`src/rtl/synth_pkg.sv`:
```
// Shared constants and FSM state encoding for the synth voice path.
package synth_pkg;

  localparam int unsigned MIDI_W           = 7;
  localparam int unsigned N_VOICES_DEFAULT = 4;

  // Allocator FSM: IDLE accepts events, KILL holds a victim voice low for one cycle.
  typedef enum logic {
    StIdle = 1'b0,
    StKill = 1'b1
  } alloc_state_e;

endpackage

```
`src/rtl/voice_age_rank.sv`:
```
// Per-voice age ranks (0 = newest). Ranks always form a permutation of 0..N_VOICES-1.
module voice_age_rank #(
  parameter int unsigned N_VOICES = 4,
  parameter int unsigned IDX_W    = (N_VOICES > 1) ? $clog2(N_VOICES) : 1
) (
  input  logic             clk,
  input  logic             i_rst,
  input  logic             i_upd,
  input  logic [IDX_W-1:0] i_idx,
  output logic [IDX_W-1:0] o_oldest
);

  logic [IDX_W-1:0] r_rank [N_VOICES];
  logic [IDX_W-1:0] w_rank_old;
  logic [IDX_W-1:0] w_oldest;

  // Old rank of the voice being promoted to newest.
  always_comb begin
    w_rank_old = r_rank[i_idx];
  end

  // Promote the assigned voice to rank 0; everything younger than it ages by one.
  always_ff @(posedge clk) begin
    if (i_rst) begin
      for (int v = 0; v < N_VOICES; v++) begin
        r_rank[v] <= IDX_W'(v);
      end
    end else if (i_upd) begin
      for (int v = 0; v < N_VOICES; v++) begin
        if (IDX_W'(v) == i_idx) begin
          r_rank[v] <= '0;
        end else if (r_rank[v] < w_rank_old) begin
          r_rank[v] <= r_rank[v] + IDX_W'(1);
        end
      end
    end
  end

  // The voice carrying the highest rank is the steal candidate.
  always_comb begin
    w_oldest = '0;
    for (int v = 0; v < N_VOICES; v++) begin
      if (r_rank[v] == IDX_W'(N_VOICES - 1)) begin
        w_oldest = IDX_W'(v);
      end
    end
  end

  assign o_oldest = w_oldest;

endmodule

```
`src/rtl/voice_allocator.sv`:
```
// Polyphonic voice allocator: maps note-on/off events onto N_VOICES phase_bank voices,
// retriggering held notes and stealing the oldest voice when all are busy.
module voice_allocator
  import synth_pkg::*;
#(
  parameter int unsigned N_VOICES = N_VOICES_DEFAULT
) (
  input  logic                       clk,
  input  logic                       i_rst,
  input  logic                       i_valid,
  input  logic                       i_note_on,
  input  logic [MIDI_W-1:0]          i_midi,
  output logic                       o_ready,
  output logic [N_VOICES-1:0]        o_cmd,
  output logic [MIDI_W*N_VOICES-1:0] o_midi,
  output logic                       o_steal
);

  localparam int unsigned IDX_W = (N_VOICES > 1) ? $clog2(N_VOICES) : 1;

  alloc_state_e                r_state;
  alloc_state_e                w_state_d;
  logic [N_VOICES-1:0]         r_cmd;
  logic [N_VOICES-1:0]         w_cmd_d;
  logic [MIDI_W*N_VOICES-1:0]  r_midi;
  logic [MIDI_W*N_VOICES-1:0]  w_midi_d;
  logic                        r_steal;
  logic                        w_steal_d;
  logic                        r_ready;
  logic                        w_ready_d;
  logic [IDX_W-1:0]            r_kill_idx;
  logic [IDX_W-1:0]            w_kill_idx_d;

  logic                        w_accept;
  logic                        w_match;
  logic [IDX_W-1:0]            w_match_idx;
  logic                        w_free;
  logic [IDX_W-1:0]            w_free_idx;
  logic [IDX_W-1:0]            w_oldest;
  logic                        w_upd;
  logic [IDX_W-1:0]            w_upd_idx;

  assign w_accept = i_valid && r_ready;

  // Look up an active voice already holding the note and the lowest-index idle voice.
  always_comb begin
    w_match     = 1'b0;
    w_match_idx = '0;
    w_free      = 1'b0;
    w_free_idx  = '0;
    for (int v = 0; v < N_VOICES; v++) begin
      if (r_cmd[v] && (r_midi[v*MIDI_W +: MIDI_W] == i_midi)) begin
        w_match     = 1'b1;
        w_match_idx = IDX_W'(v);
      end
    end
    // Scan downwards so the lowest inactive index is the one left standing.
    for (int v = N_VOICES - 1; v >= 0; v--) begin
      if (!r_cmd[v]) begin
        w_free     = 1'b1;
        w_free_idx = IDX_W'(v);
      end
    end
  end

  // FSM state register.
  always_ff @(posedge clk) begin
    if (i_rst) begin
      r_state <= StIdle;
    end else begin
      r_state <= w_state_d;
    end
  end

  // FSM next state: retrigger and steal both need the one-cycle low pulse in KILL.
  always_comb begin
    w_state_d = r_state;
    unique case (r_state)
      StIdle: begin
        if (w_accept && i_note_on && (w_match || !w_free)) begin
          w_state_d = StKill;
        end
      end
      StKill:  w_state_d = StIdle;
      default: w_state_d = StIdle;
    endcase
  end

  // FSM outputs: next values of the registered voice commands, notes and steal pulse.
  always_comb begin
    w_cmd_d      = r_cmd;
    w_midi_d     = r_midi;
    w_steal_d    = 1'b0;
    w_kill_idx_d = r_kill_idx;
    w_upd        = 1'b0;
    w_upd_idx    = '0;
    w_ready_d    = (w_state_d == StIdle);
    unique case (r_state)
      StIdle: begin
        if (w_accept) begin
          if (i_note_on) begin
            if (w_match) begin
              // Held note: drop the gate for a cycle so the phase restarts.
              w_cmd_d[w_match_idx] = 1'b0;
              w_kill_idx_d         = w_match_idx;
              w_upd                = 1'b1;
              w_upd_idx            = w_match_idx;
            end else if (w_free) begin
              w_cmd_d[w_free_idx]                   = 1'b1;
              w_midi_d[w_free_idx*MIDI_W +: MIDI_W] = i_midi;
              w_upd                                 = 1'b1;
              w_upd_idx                             = w_free_idx;
            end else begin
              w_cmd_d[w_oldest]                   = 1'b0;
              w_midi_d[w_oldest*MIDI_W +: MIDI_W] = i_midi;
              w_steal_d                           = 1'b1;
              w_kill_idx_d                        = w_oldest;
              w_upd                               = 1'b1;
              w_upd_idx                           = w_oldest;
            end
          end else if (w_match) begin
            // Note-off leaves the note field and age ranks untouched.
            w_cmd_d[w_match_idx] = 1'b0;
          end
        end
      end
      StKill: begin
        w_cmd_d[r_kill_idx] = 1'b1;
      end
      default: begin
        w_cmd_d = r_cmd;
      end
    endcase
  end

  // Output and victim registers.
  always_ff @(posedge clk) begin
    if (i_rst) begin
      r_cmd      <= '0;
      r_midi     <= '0;
      r_steal    <= 1'b0;
      r_ready    <= 1'b1;
      r_kill_idx <= '0;
    end else begin
      r_cmd      <= w_cmd_d;
      r_midi     <= w_midi_d;
      r_steal    <= w_steal_d;
      r_ready    <= w_ready_d;
      r_kill_idx <= w_kill_idx_d;
    end
  end

  voice_age_rank #(
    .N_VOICES (N_VOICES),
    .IDX_W    (IDX_W)
  ) u_age_rank (
    .clk      (clk),
    .i_rst    (i_rst),
    .i_upd    (w_upd),
    .i_idx    (w_upd_idx),
    .o_oldest (w_oldest)
  );

  assign o_ready = r_ready;
  assign o_cmd   = r_cmd;
  assign o_midi  = r_midi;
  assign o_steal = r_steal;

endmodule

```
`config.mk`:
```
export PLATFORM = sky130hd
export DESIGN_NAME = voice_allocator
export DESIGN_NICKNAME = d
export VERILOG_FILES = /design/src/rtl/synth_pkg.sv /design/src/rtl/voice_age_rank.sv /design/src/rtl/voice_allocator.sv
export SDC_FILE = /design/constraint.sdc
export NUM_CORES = 1
export LEC_CHECK = 0
export ABC_AREA = 1
export CORE_UTILIZATION = 60
export DETAILED_ROUTE_END_ITERATION = 16
export PLACE_DENSITY_LB_ADDON = 0.2
export SYNTH_ARGS = -nofsm -noshare
export SYNTH_HDL_FRONTEND = slang
export SYNTH_SLANG_ARGS = --single-unit
```
`constraint.sdc`:
```
create_clock -name clk -period 3.4 [get_ports clk]
set_input_delay 0.68 -clock clk [delete_from_list [all_inputs] [get_ports clk]]
set_output_delay 0.68 -clock clk [all_outputs]
set_load 0.05 [all_outputs]
```
; ---- Word level (Yosys, flattened, before mapping)
; Memory sizes are Yosys's and may differ from the RTL's.
; Index checks and enable logic that the tools add are counted.
[totals]
reg_bits = 37
ram_bits = 8
output_inout_bits = 34
word_cells = 175
mem_count = 1
[mem_list]
columns = memory, depth, word_bits, read_ports, rd_clocked_by_memory_dff, write_ports, line_no
row1 = u_age_rank.r_rank, 4, 2, 5, 0, 4, voice_age_rank.sv:13  ; logic [IDX_W-1:0] r_rank [N_VOICES];
[classes]
addsub = 6
multipliers = 2
n_lt_le_gt_ge = 12
eq_ne = 13
shift = 4
n_mux = 94
bitwise = 19
n_reduce_logical = 18
[op_table]
columns = cell, count
row1 = 5-bit negator with 34-bit output, 2
row2 = 7-bit by 34-bit variable shift with 28-bit output (first input constant), 2
row3 = 7-bit by 34-bit indexed part select with 28-bit output, 2
row4 = 1-bit 2-to-1 mux, 57
row5 = 28-bit bitwise mux, 2
row6 = 2-bit 2-to-1 mux, 23
row7 = 7-bit == test, 4
row8 = 28-bit 2-to-1 mux, 1
row9 = 4-bit 2-to-1 mux, 5
row10 = 2-bit by 3-bit < comparator with 1-bit output (second input constant), 4
row11 = 1-bit logical AND, 11
row12 = 2-bit by 3-bit multiplier with 5-bit output (second input constant), 2
row13 = 2-bit by 1-bit adder with 2-bit output (second input constant), 4
row14 = 4-bit bitwise AND, 2
row15 = 1-bit demux with 2-bit select, 4
row16 = 2-bit by 1-bit greater-or-equal comparator with 1-bit output (second input constant), 4
row17 = 2-bit < comparator, 4
row18 = 4-bit inverter, 2
row19 = 1-bit OR, 8
row20 = 4-bit OR, 2
row21 = 4-bit case mux with 2 select lines, 1
row22 = 4-bit AND reduction, 2
row23 = 2-bit == test (second input constant), 3
row24 = 1-bit inverter, 5
row25 = other kinds (10), 12

; ---- Longest topological paths before layout
; Gate-level depths: netlist of the first run.
; An unclocked memory read counts as a cell.
[depth]
depth_word = 18
ltp_mapped = 21
mapped_depth_nobuf = 20

; ---- Modules after synthesis
; Synthesis of the first run repeated with hierarchy kept, for this count alone.
[unflattened]
hier_cells = 571
hier_area_um2 = 3572.2
[by_module_without_submodules]
columns = mod, n_inst, cells_per_inst, area_per_inst_um2
row1 = voice_allocator, 1, 479, 2895.3
row2 = voice_age_rank, 1, 92, 676.9

; ---- Worst setup path after synthesis of the first run
; Ideal clock, no wire load.
[synth_path]
kind = reg2reg
startpoint = register r_cmd[3] (netlist: o_cmd[3])
endpoint = register r_midi[18] (netlist: o_midi[18])
setup_ns = 0.087
arrival_time_ns = 2.361
required_ns = 3.313
path_slack_ns = 0.952
stages_incl_launch_ff = 9
n_path_buf = 0
cell_sequence = dfxtp_1 -> inv_1 -> a31oi_2 -> inv_2 -> ha_1 -> inv_1 -> o41ai_2 -> a21oi_1 -> a211oi_1
[synth_via]
elab_chain_len = 9
elab_cells_between_ends = 18
classes_between = add/sub: 1 / mul: 1 / shift: 2 / mux: 11 / bitwise: 1 / reduce/logical: 2
[synth_rtl]
columns = item, line_no
row1 = "start, declared", voice_allocator.sv:23  ; logic [N_VOICES-1:0] r_cmd;
row2 = "start signal, assigned", voice_allocator.sv:145  ; r_cmd <= w_cmd_d;
row3 = 2-bit 2-to-1 mux (4 in series), voice_allocator.sv:59  ; if (!r_cmd[v]) begin
row4 = 2-bit by 3-bit multiplier with 5-bit output, voice_allocator.sv:110  ; w_midi_d[w_free_idx*MIDI_W +: MIDI_W] = i_midi;
row5 = 5-bit negator with 34-bit output, voice_allocator.sv:110
row6 = 7-bit by 34-bit indexed part select with 28-bit output or 7-bit by 34-bit variable shift with 28-bit output (tied branches), voice_allocator.sv:110
row7 = 28-bit bitwise mux, voice_allocator.sv:110
row8 = 28-bit 2-to-1 mux, voice_allocator.sv:108  ; end else if (w_free) begin
row9 = "end signal, assigned", voice_allocator.sv:146  ; r_midi <= w_midi_d;
row10 = "end, declared", voice_allocator.sv:25  ; logic [MIDI_W*N_VOICES-1:0] r_midi;
; Parallel ways exist; a longest one is shown, timed or not.
; A chain may end at the register's enable or synchronous reset.

==> parameters.txt, run 1 <==
Parameter                              Value

Clock tree
  H-Tree Depth ... 2
  Clock tree buffer depth ... 2
  Number of sinks on the clock net ... 45
  Clock latency reported for the late side of the worst-skew pair ... ~300 ps
  Post-CTS setup-driven buffer insertion count ... 0
  CTS Hold Bufs ... 0
  Clock slew at the register clock pins of the worst setup and hold paths ... ~90 ps
  Total clock buffers created by CTS ... 5
  CTS tree ... done
  Post-cts sizing count ... 0
  Cell at the root of the clock tree ... sky130_fd_sc_hd__clkbuf_8

Logic synthesis
  Post-synthesis cell count ... ~500
  Async S/R FF share, synth ... 0%
  Post-synthesis sequential element count ... 45
  Count of yosys warnings during synthesis ... 0
  Fraction of the yosys area taken by sequential cells ... just under 30%
  Mapped Avg Cell Area ... ~6.6 um2
  Share of the synthesized area in the top cell type ... 22.21%
  Total standard cell area after synthesis ... about 3300 um2
  Cell taking the most area after synthesis ... sky130_fd_sc_hd__dfxtp_1
  Count of flip-flops with a built-in enable after synthesis ... 8
  Most area-consuming cells after synthesis ... sky130_fd_sc_hd__dfxtp_1 22%, sky130_fd_sc_hd__nand2_1 16%, sky130_fd_sc_hd__inv_1 8.1%
  Main synth FF type ... sky130_fd_sc_hd__dfxtp_1
  Most frequent cell after synthesis ... sky130_fd_sc_hd__nand2_1
  Synth unique cells ... 38
  Ranking of synthesized cells by instance count ... 145 x sky130_fd_sc_hd__nand2_1, 72 x sky130_fd_sc_hd__inv_1, 42 x sky130_fd_sc_hd__nand3_1, 37 x sky130_fd_sc_hd__dfxtp_1, 36 x sky130_fd_sc_hd__a21oi_1
  Total nets after synthesis ... about 520

Power
  Static power due to leakage ... about 0.0018 uW
  Total power of the final layout ... roughly 1100 uW
  Power density of the placed cells ... 294.1 nW/um2
  Maximum vdd drop ... around 210 uV

Global routing
  Number of antenna violations at the first check in global routing ... 0
  Aggregate global routing overflow ... 0
  Pin count of the biggest net entering global routing ... 32
  Via count of the first global-routing pass ... 3062
  Wire length of the first global-routing pass ... 14.70 mm
  Global-route usage over all layers ... around a third

STA
  Slew at the pin closest to its max-slew limit ... ~740 ps
  Normalized max-slew margin ... 50.12%
  Min cycle time layout ... 3051 ps
  Setup repair after global routing missed its margin ... no
  Number of hold-slack violations in the final timing report ... 0
  Number of setup violations in the final report ... 0
  Final setup margin ... between 300 and 400 ps
  Crit share post-route ... between 80% and 90%
  Highest Clock Rate ... around 0.33 GHz
  Final count of pins violating max slew ... 0
  Post-route setup TNS ... 0 ps
  Final worst clock skew ... between 5 and 6 ps

Worst setup path
  Crit. End Element ... flop
  Largest fanout on the critical path ... 9
  Class of the most critical setup path ... in -> reg
  Endpoint required time on the critical path ... about 3400 ps
  CP Launch Type ... primary input
  Worst endpoint data arrival time ... just over 3000 ps

Finish
  Final standard cell count with taps included and fillers excluded ... 618
  Antenna cell count ... 0
  Final-stage net count ... between 500 and 600
  Layout cell share with drive strength beyond 1 ... 13.50%
  Synthesis-to-finish area growth ... 16.20%
  Number of inserted filler cells in the final layout ... 439

Floorplan
  Core outline area ... 5238 um2
  Total number of placement rows ... 26
  Die area ... 5861 um2
  Overall die width ... 76.56 um
  Die Y-Extent ... 76.56 um
  Io pins ... 45
  Starting Density ... 63.69%

Worst hold path
  Classification of the worst-slack hold path ... reg -> reg

Route
  DRC Markers ... 0
  Detail-routed net length per standard cell ... ~14 um
  Average via count per standard cell ... about 5.5
  DRT Wirelength ... between 8 and 9 mm
  Violation count after the first detailed-routing iteration ... 298
  Vias ... 3408
  Count of nets left with antenna violations after detail routing ... 0
  First-pass iteration count of the detailed router ... 5

Place
  RD Place Congestion ... 0.9281
  Port Buffer Count ... 44
  Worst slack after detailed placement ... just over 100 ps
  Instance count after placement with tap cells included ... 610
  Post-DP HPWL ... between 6 and 7 mm

Job
  Number of maximum-capacitance violations ... 0

Outcome
  Status ... finished clean
worst max-delay path, stage by stage:
cell and delay, ps:
sky130_fd_sc_hd__clkdlybuf4s50_1 770, sky130_fd_sc_hd__inv_4 100, sky130_fd_sc_hd__nand2_1 80, sky130_fd_sc_hd__nand3_1 80, sky130_fd_sc_hd__nor2_2 130, sky130_fd_sc_hd__nand2_2 120, sky130_fd_sc_hd__nand3_1 180, sky130_fd_sc_hd__nand2_1 150
sky130_fd_sc_hd__nand2_2 130, sky130_fd_sc_hd__nand2_1 80, sky130_fd_sc_hd__nand2_1 60, sky130_fd_sc_hd__nand2_1 40, sky130_fd_sc_hd__nand2_1 110, sky130_fd_sc_hd__nand3_1 80, sky130_fd_sc_hd__nand2_1 100, sky130_fd_sc_hd__nand2_2 70
sky130_fd_sc_hd__nand3_1 100
cell usage in the layout (no fill, tap or decap), types with 13 or more instances in the layout:
| master | count |
|---|---|
| sky130_fd_sc_hd__nand2_1 | 145 |
| sky130_fd_sc_hd__inv_1 | 72 |
| sky130_fd_sc_hd__clkdlybuf4s50_1 | 44 |
| sky130_fd_sc_hd__nand3_1 | 42 |
| sky130_fd_sc_hd__dfxtp_1 | 37 |
| sky130_fd_sc_hd__a21oi_1 | 36 |
| sky130_fd_sc_hd__nor2_1 | 31 |
| sky130_fd_sc_hd__nand2_2 | 15 |
| sky130_fd_sc_hd__o21ai_0 | 15 |
| sky130_fd_sc_hd__a211oi_1 | 13 |
sequential cells by signal, summed over array words and instances (netlist names):
name               flops
o_cmd                  4
o_midi                28
o_ready                1
o_steal                1
r_kill_idx             2
r_state                1
u_age_rank.r_rank      8
routing by layer:
metal / vias to the layer above / wire, um / part of all wire [%] / GRT usage (%)
met3: 15 / 733 / 8.3 / 4.551
li1: 1712 / - / - / -
met5: - / 0 / 0 / 0
met1: 1524 / 4045 / 46 / 44.00
met2: 157 / 3933 / 44 / 49.10
met4: 0 / 146 / 1.6 / 11.15
path summary, 6_finish.rpt:
path,end,slack (ps),from,depth (start not counted)
min,o_midi[23]$_SDFFE_PP0P_,500,o_midi[23]$_SDFFE_PP0P_,2
max reg2reg,o_midi[19]$_SDFFE_PP0P_,770,o_cmd[1]$_SDFFE_PP0P_,8
min reg2reg,o_midi[23]$_SDFFE_PP0P_,500,o_midi[23]$_SDFFE_PP0P_,2
max,u_age_rank.r_rank[1][1]$_SDFFCE_PN0P_,350,i_midi[3],17
stage by stage:
stage | hold slack, ps | utilization (%) | instance area (um2)
after floorplan | 501.1 | - | 3336
after global placement | 476.1 | 72.48 | 3796
after detailed placement | 486.4 | 72.48 | 3796
after CTS | 499.3 | 74.01 | 3876
after global routing | 536.0 | 74.01 | 3876
final | 497.2 | 74.01 | 3876
final cells by class:
cell class / count / area, um2 / share of cell area (%)
repair buffers: 52 / 500.5 / 12.91
well taps: 70 / 87.58 / 2.260
clock buffers: 8 / 80.08 / 2.066
multi-input cells: 355 / 1877 / 48.42
flip-flops and latches: 45 / 980.9 / 25.31
inverters: 88 / 350.3 / 9.038
cell families (layout without fill, tap and decap cells):
group / Yosys count / after routing / share of synthesized area [%]
and+or+nand+nor: 254 / 254 / 33.83
buffers and inverters: 103 / 148 / 14.33
AOI/OAI and AO/OA: 90 / 90 / 18.75
DFF: 45 / 45 / 29.41
adders and majority gates: 7 / 7 / 2.626
xor gates and xnor gates: 4 / 4 / 1.050
power by group:
group | internal [uW] | switching [uW]
logic | 77.7 | 155
clock network | 147 | 192
registers | 555 | 14.1
Power figures use the tool's default switching activity.
==> run 2, diff against run 1 <==
- CAP_MARGIN: not set -> 5
- GPL_TIMING_DRIVEN: not set -> 1
==> results of run 2 <==
The final DEF is identical to that of run 1; final timing and power are the same.
